==> src/rtl/fft_pkg.sv <==
// fft_pkg: shared constants and fixed-point helpers for the FFT datapath.
package fft_pkg;

    localparam int BF_LAT = 3;

    typedef logic signed [63:0] wide_t;

    function automatic wide_t sat_to_n(input wide_t x, input int n);
        wide_t hi, lo;
        hi = (wide_t'(1) <<< (n - 1)) - wide_t'(1);
        lo = -hi - wide_t'(1);
        return (x > hi) ? hi : (x < lo) ? lo : x;
    endfunction

    // Round half toward +inf, then drop q fractional bits.
    function automatic wide_t round_shift(input wide_t x, input int q);
        return (x + (wide_t'(1) <<< (q - 1))) >>> q;
    endfunction

endpackage

==> src/rtl/cmul_pipe.sv <==
// cmul_pipe: two-stage complex multiply B*W (or B*conj(W)) with rounding back to
// the sample scale; stage 1 registers operands, stage 2 registers the rounded product.
module cmul_pipe
    import fft_pkg::*;
#(
    parameter int N = 16,
    parameter int Q = 8
) (
    input  logic                i_clk,
    input  logic                i_rst,
    input  logic                i_en,
    input  logic signed [N-1:0] i_b_re,
    input  logic signed [N-1:0] i_b_im,
    input  logic signed [N-1:0] i_w_re,
    input  logic signed [N-1:0] i_w_im,
    input  logic                i_inverse,
    output logic signed [N+1:0] o_p_re,
    output logic signed [N+1:0] o_p_im
);

    typedef logic signed [2*N+1:0] prod_t;
    typedef logic signed [N+1:0]   p_t;

    logic signed [N-1:0] br_q, bi_q, wr_q;
    logic signed [N:0]   wi_x, wi_d, wi_q;
    prod_t               pr, pi;
    p_t                  p_re_d, p_im_d, p_re_q, p_im_q;

    // One extra bit so that conjugating -2^(N-1) yields +2^(N-1).
    always_comb begin
        wi_x   = {i_w_im[N-1], i_w_im};
        wi_d   = i_inverse ? -wi_x : wi_x;
        pr     = prod_t'(br_q) * prod_t'(wr_q) - prod_t'(bi_q) * prod_t'(wi_q);
        pi     = prod_t'(br_q) * prod_t'(wi_q) + prod_t'(bi_q) * prod_t'(wr_q);
        p_re_d = p_t'(round_shift(wide_t'(pr), Q));
        p_im_d = p_t'(round_shift(wide_t'(pi), Q));
    end

    always_ff @(posedge i_clk) begin
        if (i_rst) begin
            br_q   <= '0;
            bi_q   <= '0;
            wr_q   <= '0;
            wi_q   <= '0;
            p_re_q <= '0;
            p_im_q <= '0;
        end else if (i_en) begin
            br_q   <= i_b_re;
            bi_q   <= i_b_im;
            wr_q   <= i_w_re;
            wi_q   <= wi_d;
            p_re_q <= p_re_d;
            p_im_q <= p_im_d;
        end
    end

    assign o_p_re = p_re_q;
    assign o_p_im = p_im_q;

endmodule

==> src/rtl/butterfly2_pipe.sv <==
// butterfly2_pipe: fully pipelined radix-2 DIT butterfly (A +/- B*W) with valid/ready
// handshake, optional /2 scaling, saturation and overflow reporting; latency 3.
module butterfly2_pipe
    import fft_pkg::*;
#(
    parameter int N   = 16,
    parameter int Q   = 8,
    parameter int LAT = 3
) (
    input  logic                i_clk,
    input  logic                i_rst,
    input  logic                i_valid,
    output logic                o_ready,
    input  logic signed [N-1:0] i_in0_re,
    input  logic signed [N-1:0] i_in0_im,
    input  logic signed [N-1:0] i_in1_re,
    input  logic signed [N-1:0] i_in1_im,
    input  logic signed [N-1:0] i_twiddle_re,
    input  logic signed [N-1:0] i_twiddle_im,
    input  logic                i_inverse,
    input  logic                i_scale,
    input  logic                i_clr_ovf,
    output logic                o_valid,
    input  logic                i_ready,
    output logic signed [N-1:0] o_out0_re,
    output logic signed [N-1:0] o_out0_im,
    output logic signed [N-1:0] o_out1_re,
    output logic signed [N-1:0] o_out1_im,
    output logic                o_ovf,
    output logic                o_ovf_sticky
);

    typedef logic signed [N+2:0] sum_t;

    if (LAT != BF_LAT || Q < 1 || Q > N - 2) begin : g_param_chk
        $error("butterfly2_pipe: requires LAT == 3 and 1 <= Q <= N-2");
    end

    logic                en;
    logic                v1_q, v2_q, v3_q;
    logic signed [N-1:0] a1_re_q, a1_im_q, a2_re_q, a2_im_q;
    logic                sc1_q, sc2_q;
    logic signed [N+1:0] p_re, p_im;
    logic signed [N-1:0] o0r_d, o0i_d, o1r_d, o1i_d, o0r_q, o0i_q, o1r_q, o1i_q;
    logic [3:0]          sat_hit;
    logic                ovf_d, ovf_q, sticky_d, sticky_q;

    // Returns {saturated, value}; optional halving rounds half up before clamping.
    function automatic logic [N:0] scale_sat(input sum_t s, input logic sc);
        sum_t  t;
        wide_t w;
        t = sc ? (s + sum_t'(1)) >>> 1 : s;
        w = sat_to_n(wide_t'(t), N);
        return {w != wide_t'(t), w[N-1:0]};
    endfunction

    assign en      = ~v3_q | i_ready;
    assign o_ready = en;

    cmul_pipe #(.N(N), .Q(Q)) u_cmul (
        .i_clk     (i_clk),
        .i_rst     (i_rst),
        .i_en      (en),
        .i_b_re    (i_in1_re),
        .i_b_im    (i_in1_im),
        .i_w_re    (i_twiddle_re),
        .i_w_im    (i_twiddle_im),
        .i_inverse (i_inverse),
        .o_p_re    (p_re),
        .o_p_im    (p_im)
    );

    always_comb begin
        {sat_hit[0], o0r_d} = scale_sat(sum_t'(a2_re_q) + sum_t'(p_re), sc2_q);
        {sat_hit[1], o0i_d} = scale_sat(sum_t'(a2_im_q) + sum_t'(p_im), sc2_q);
        {sat_hit[2], o1r_d} = scale_sat(sum_t'(a2_re_q) - sum_t'(p_re), sc2_q);
        {sat_hit[3], o1i_d} = scale_sat(sum_t'(a2_im_q) - sum_t'(p_im), sc2_q);
        ovf_d    = |sat_hit;
        sticky_d = (v3_q & i_ready & ovf_q) | (sticky_q & ~i_clr_ovf);
    end

    always_ff @(posedge i_clk) begin
        if (i_rst) begin
            v1_q     <= 1'b0;
            v2_q     <= 1'b0;
            v3_q     <= 1'b0;
            a1_re_q  <= '0;
            a1_im_q  <= '0;
            a2_re_q  <= '0;
            a2_im_q  <= '0;
            sc1_q    <= 1'b0;
            sc2_q    <= 1'b0;
            o0r_q    <= '0;
            o0i_q    <= '0;
            o1r_q    <= '0;
            o1i_q    <= '0;
            ovf_q    <= 1'b0;
            sticky_q <= 1'b0;
        end else begin
            sticky_q <= sticky_d;
            if (en) begin
                v1_q    <= i_valid;
                a1_re_q <= i_in0_re;
                a1_im_q <= i_in0_im;
                sc1_q   <= i_scale;
                v2_q    <= v1_q;
                a2_re_q <= a1_re_q;
                a2_im_q <= a1_im_q;
                sc2_q   <= sc1_q;
                v3_q    <= v2_q;
                o0r_q   <= o0r_d;
                o0i_q   <= o0i_d;
                o1r_q   <= o1r_d;
                o1i_q   <= o1i_d;
                ovf_q   <= ovf_d;
            end
        end
    end

    assign o_valid      = v3_q;
    assign o_out0_re    = o0r_q;
    assign o_out0_im    = o0i_q;
    assign o_out1_re    = o1r_q;
    assign o_out1_im    = o1i_q;
    assign o_ovf        = ovf_q;
    assign o_ovf_sticky = sticky_q;

endmodule

==> config.mk <==
export PLATFORM = sky130hd
export DESIGN_NAME = butterfly2_pipe
export DESIGN_NICKNAME = d
export VERILOG_FILES = /design/src/rtl/fft_pkg.sv /design/src/rtl/cmul_pipe.sv /design/src/rtl/butterfly2_pipe.sv
export SDC_FILE = /design/constraint.sdc
export NUM_CORES = 2
export LEC_CHECK = 0
export BUFFER_PORTS_ARGS = -buffer_cell sky130_fd_sc_hd__buf_2
export CAP_MARGIN = 20
export CORE_MARGIN = 8
export CORE_UTILIZATION = 40
export DETAILED_ROUTE_END_ITERATION = 10
export PLACE_DENSITY = 0.58
export REMOVE_ABC_BUFFERS = 1
export SLEW_MARGIN = 20
export SYNTH_ARGS = -nofsm -noshare
export SYNTH_HDL_FRONTEND = slang
export SYNTH_HIERARCHICAL = 1
export SYNTH_SLANG_ARGS = --single-unit
==> constraint.sdc <==
create_clock -name i_clk -period 8.4 [get_ports i_clk]
set_input_delay 0.42 -clock i_clk [delete_from_list [all_inputs] [get_ports i_clk]]
set_output_delay 0.42 -clock i_clk [all_outputs]
set_load 0.05 [all_outputs]
# After elaboration in Yosys (flattened, before gate mapping)
# Index checks and enable logic that the tools add are counted.
word_totals:
  reg_bits: 236
  output_inout_bits: 68
  inputBits: 103
  elab_cells: 71
classes:
  eq_ne: 4
  n_mux: 13
  reduce_logical: 1
  addsub: 13
  bitwise_logic: 7
  multipliers: 4
  magnitude_cmp: 8
ops:
  columns: ["cell", "n"]
  rows:
  - ["2-to-1 mux 64 bit", 8]
  - ["inequality test 64 x 19 -> 1 bit", 4]
  - ["adder 19 x 2 -> 19 bit, second input constant", 4]
  - ["greater-than comparator 19 x 16 -> 1 bit, second input constant", 4]
  - ["less-than comparator 19 x 16 -> 1 bit, second input constant", 4]
  - ["2-to-1 mux 19 bit", 4]
  - ["adder 26 x 9 -> 26 bit, second input constant", 2]
  - ["multiplier 16 x 16 -> 26 bit", 2]
  - ["multiplier 16 x 17 -> 26 bit", 2]
  - ["adder 16 x 18 -> 19 bit", 2]
  - ["subtractor 16 x 18 -> 19 bit", 2]
  - ["adder 26 bit", 1]
  - ["subtractor 26 bit", 1]
  - ["2-to-1 mux 17 bit", 1]
  - ["negation 16 -> 17 bit", 1]
  - ["OR reduction 4 bit", 1]
  - ["AND 1 bit", 3]
  - ["NOT 1 bit", 2]
  - ["OR 1 bit", 2]

# Longest topological paths before layout
logic_depth:
  word_depth: 8
  ltp_mapped: 28
  mapped_depth_nobuf: 26

# By module
# Netlist, hierarchy kept.
by_module_without_submodules:
  columns: ["module", "instances", "cells_each", "area_per_inst_um2"]
  rows:
  - ["cmul_pipe", 1, 4075, 37337.1]
  - ["butterfly2_pipe", 1, 1725, 12465.7]

# Worst setup path after synthesis
# Ideal clock, no wire load.
synth_timing:
  kind: "reg2reg"
  startpoint: "register u_cmul.br_q[8]"
  endpoint: "register u_cmul.p_im_q[13] (netlist: u_cmul/o_p_im[13])"
  required_time_ps: 8275
  path_stages_with_launch: 26
  setup_slack_ps: 1507
  arrival_ps: 6769
  period_less_slack_ps: 6893
  cell_sequence: "dfxtp_1 > clkbuf_1 > clkbuf_1 > nand2_1 > fa_1 > inv_1 > fa_1 > inv_1 > fa_1 > inv_1 > fa_1 > fa_1 > fa_1 > fa_1 > inv_1 > fa_1 > inv_1 > ha_1 > o21ai_1 > nand2b_1 > and4_1 > a21bo_2 > a221o_1 > a21oi_2 > xor2_1 > o21ai_1"
synth_between:
  elab_chain_cells: 3
synth_rtl:
  columns: ["element", "line", "rtl"]
  rows:
  - ["start: declaration", "cmul_pipe.sv:24", "logic signed [N-1:0] br_q, bi_q, wr_q;"]
  - ["start signal: assignment", "cmul_pipe.sv:48", "br_q <= i_b_re;"]
  - ["multiplier 16 x 17 -> 26 bit", "cmul_pipe.sv:34", "pi = prod_t'(br_q) * prod_t'(wi_q) + prod_t'(bi_q) * prod_t'(wr_q);"]
  - ["adder 26 bit", "cmul_pipe.sv:34", null]
  - ["adder 26 x 9 -> 26 bit", "fft_pkg.sv:17", "return (x + (wide_t'(1) <<< (q - 1))) >>> q;"]
  - ["end signal: assignment", "cmul_pipe.sv:53", "p_im_q <= p_im_d;"]
  - ["end: declaration", "cmul_pipe.sv:27", "p_t p_re_d, p_im_d, p_re_q, p_im_q;"]
# Every way passes these cells.
# A chain may end at the register's enable or synchronous reset.

# Worst setup path in the final report
layout_timing:
  startpoint: "register u_cmul.wr_q[5]"
  endpoint: "register u_cmul.p_im_q[12] (netlist: u_cmul/o_p_im[12])"
layout_between:
  elab_chain_cells: 3
layout_rtl:
  columns: ["element", "line", "rtl"]
  rows:
  - ["start: declaration", "cmul_pipe.sv:24", null]
  - ["start signal: assignment", "cmul_pipe.sv:50", "wr_q <= i_w_re;"]
  - ["multiplier 16 x 16 -> 26 bit", "cmul_pipe.sv:34", null]
  - ["adder 26 bit", "cmul_pipe.sv:34", null]
  - ["adder 26 x 9 -> 26 bit", "fft_pkg.sv:17", null]
# Every way passes these cells.

==> impl_metrics.yaml <==
outcome:
  status: "completed"
clock_tree:
  worstSkewPairLatency_ns: 0.67
  cts_buffer_depth: 3
  root_buffer: "clkbuf_16"
  cts_buffers: 30
  cts_sinks: 236
  cts_tree: "done"
  post_cts_buffers: 0
  htree_levels: 1
  clk_pin_slew_ns: 0.07
route:
  ant_nets: 0
  drt-pass1-iter-count: 6
  vias_per_cell: 5.13
  wirelength_um: 142000
  drt_iter0_drc: 2410
  drc: 0
  via_count: 38600
  wl_per_cell_um: 18.9
synth:
  seq_area_frac_synth_pct: 9.49
  synth-edff-count: 0
  syn_area_sq_mm: 0.0498
  synth_warnings: 6
  async_flop_share_pct: 0
  ys_types: 109
  syn_inst: 5800
  synth_seq_cells: 236
  yosys_most_used_dff: "dfxtp_1"
  synth_area_per_cell_sq_um: 8.59
placed_design:
  place.gp.congestion: 0.896
  dpl_cell_area_sq_mm: 0.0525
  portBuffers: 170
  hpwl_um: 114000
critical_path:
  cpMostUsedCell: "fa_1"
  cpPeakStageDelay_ns: 1.03
  crit_fanout: 23
  r2r-start: "u_cmul/wr_q[5]$_SDFFE_PP0P_"
  r2r_end: "u_cmul/o_p_im[12]$_SDFFE_PP0P_"
  r2r_slack_ns: 0.87
  cp-end-kind: "flop"
  path_class: "flop to flop"
  cp.arrival_ns: 8.09
  cp-startpoint: "u_cmul/wr_q[5]$_SDFFE_PP0P_"
  cp_data_required_time_ns: 8.96
  startpoint_type: "flop"
  crit_path_top_delay_cell: "dfxtp_1"
  rr_worst_depth: 25
  crit_end: "u_cmul/o_p_im[12]$_SDFFE_PP0P_"
cells_and_area:
  fin_util_pct: 43.7
  nFillCells: 12500
  multi_input_area_sq_mm: 0.0394
  nets: 7234
  finalInstanceArea_sq_mm: 0.0541
  drive_above_1_share_pct: 7.08
  register_area_sq_mm: 0.00473
  area_growth_pct: 8.61
global_route:
  grt-busiest-layer: "met2"
  grt_pass1_wl_um: 229000
  grt_pass1_vias: 40400
  grt_start_max_net_pins: 115
  antenna_found_initial: 0
  grt_usage_pct: 20.9
  overflow: 0
  grtUsageMet2_pct: 35.4
  grtUsageMet1_pct: 28.6
  use_met3_pct: 2.49
power:
  internal-power_mw: 9.88
  power_density_mw_per_mm2: 400
  p_switching_mw: 11.8
  power_frac_comb_pct: 85.4
  p_clk_share_pct: 6.5
  p_leak_nw: 26.1
  seqPwrFrac_pct: 8.1
  irDropWorstVdd_uv: 1030
  swShare_pct: 54.4
hold_path:
  hold_path.class: "input port to flop"
timing:
  max_slew_margin_pct: 25.9
  setup_viol: 0
  finalHoldViolCount: 0
  fin_crit_ns: 7.53
  maxSlewViolCount: 0
  fin_skew_ns: 0.0399
  totalNegativeSetupSlack_ns: 0
  max_freq_mhz: 133
  rsz0062_at_grt: "no"
  tightest_slew_ns: 1.09
  period_share_pct: 89.6
floorplanning:
  die_area_sq_mm: 0.136
  ioPinCount: 171
  coreArea_sq_mm: 0.124
  rows: 129
  die_w_um: 369
  die_height_um: 369
  start_util_pct: 40.3
flow_run:
  drv.max_cap_violation_count: 0
-- how the worst min path moves through the flow --
stage / start / endpoint / cells past startpoint
floorplan: a1_im_q[0]$_SDFFE_PP0P_ / a1_im_q[0]$_SDFFE_PP0P_ / 2
global placement: o_out1_im[15]$_SDFFE_PP0P_ / o_out1_im[15]$_SDFFE_PP0P_ / 2
detailed placement: sc1_q$_SDFFE_PP0P_ / sc2_q$_SDFFE_PP0P_ / 2
CTS: i_in1_im[11] / u_cmul/bi_q[11]$_SDFFE_PP0P_ / 3
global route: i_in1_re[10] / u_cmul/br_q[10]$_SDFFE_PP0P_ / 3
finish: i_in1_re[5] / u_cmul/br_q[5]$_SDFFE_PP0P_ / 3
-- power by group through the flow --
stage	registers, mW	logic [mW]	clock network (mW)
3_3_place_gp	1.76	18.0	0
4_1_cts	1.74	18.4	1.46
5_1_grt	1.78	20.8	1.50
3_5_place_dp	1.77	18.3	0
6_report	1.75	18.5	1.41
2_1_floorplan	2.20	13.1	0
-- through the flow --
| stage | hold WS [ns] | cells | total power, mW | worst slack (ns) |
|---|---|---|---|---|
| finish | 0.0372 | 7517 | 21.7 | 0.875 |
| global route | 0.0111 | 7514 | 24.0 | 0.560 |
| CTS | 0.00154 | 7513 | 21.6 | 0.732 |
| detailed placement | 0.443 | 7402 | 20.0 | 0.765 |
| global placement | 0.439 | 7402 | 19.8 | 0.828 |
| floorplan | 0.426 | 5478 | 15.3 | 0.141 |
-- Yosys cell counts, types with 21 or more instances --
master / number / area [sq um]
mux2i_1: 83 / 831
ha_1: 345 / 4320
clkbuf_1: 288 / 1080
nand2_1: 675 / 2530
nor4_1: 21 / 131
a21o_1: 35 / 263
o21ai_0: 117 / 586
and2_1: 518 / 3240
o31ai_1: 29 / 218
a211oi_1: 40 / 300
inv_1: 1181 / 4430
nand4_1: 35 / 219
dfxtp_1: 236 / 4720
nor2_1: 255 / 957
o211ai_1: 29 / 218
xor2_1: 49 / 429
nand3_1: 42 / 210
nand2b_1: 57 / 357
xnor2_1: 146 / 1280
fa_1: 932 / 18700
nor3_1: 50 / 250
a31oi_1: 21 / 131
nor2b_1: 39 / 244
a21oi_1: 195 / 976
-- what timing repair did --
item | 4_1_cts | 5_1_grt
resized for setup | 0 | 0
hold buffers | 56 | 0
endpoints found under the setup margin | 0 | 0
endpoints found under the hold margin | 56 | 0
-- layout make-up --
type | instances | area share (%)
sequential | 236 | 8.75
antenna | 3 | 0.0139
inverter | 1186 | 8.24
clock inverter | 11 | 0.315
multi-input combinational | 4056 | 72.8
timing repair buffer | 344 | 4.47
clock buffer | 44 | 1.61
tap | 1637 | 3.79
-- critical path, delay by kind of cell, from the launching register on --
family | cells | cell delay [ns]
DFF | 1 | 1.03
AOI/OAI and AO/OA | 6 | 1.37
adders and majority gates | 9 | 3.79
xor gates and xnor gates | 1 | 0.15
and+or+nand+nor | 2 | 0.24
buffers and inverters | 7 | 0.79
-- state kept, by name, indices dropped and copies added (netlist names), 16 cells and up --
register and flops:
u_cmul/wi_q 17, a1_im_q 16, u_cmul/o_p_im 18, a1_re_q 16, u_cmul/wr_q 16, a2_im_q 16
o_out0_re 16, u_cmul/br_q 16, u_cmul/o_p_re 18, o_out0_im 16, u_cmul/bi_q 16, a2_re_q 16
o_out1_re 16, o_out1_im 16
-- placed cells by master, fill, tap and decap left out, types with 50 or more instances in the layout --
cell and n:
inv_1 1180, fa_1 932, nand2_1 675, and2_1 518, ha_1 345, nor2_1 255, dfxtp_1 232, a21oi_1 195
buf_2 169, xnor2_1 146, o21ai_0 117, buf_4 109, mux2i_1 83, nand2b_1 57, dlygate4sd3_1 56, nor3_1 50
-- routing by layer --
metal	up-vias	part of all wire, %
met5	-	0
met4	0	2.8
met3	151	5.4
met2	1027	47
met1	19400	44
li1	18000	-
-- cell families (layout without fill, tap and decap cells) --
kind of cell | Yosys count | after routing | share of synthesized area, %
AND/OR/NAND/NOR | 1794 | 1794 | 17.9
adder cells (fa/ha/maj) | 1277 | 1277 | 46.1
AO/OA/AOI/OAI | 703 | 703 | 9.81
multiplexers | 86 | 86 | 1.74
other | 0 | 3 | 0
buffers and inverters | 1508 | 1585 | 11.4
flip-flops | 236 | 236 | 9.49
XOR/XNOR | 196 | 196 | 3.47
(Power assumes the default switching activity.)
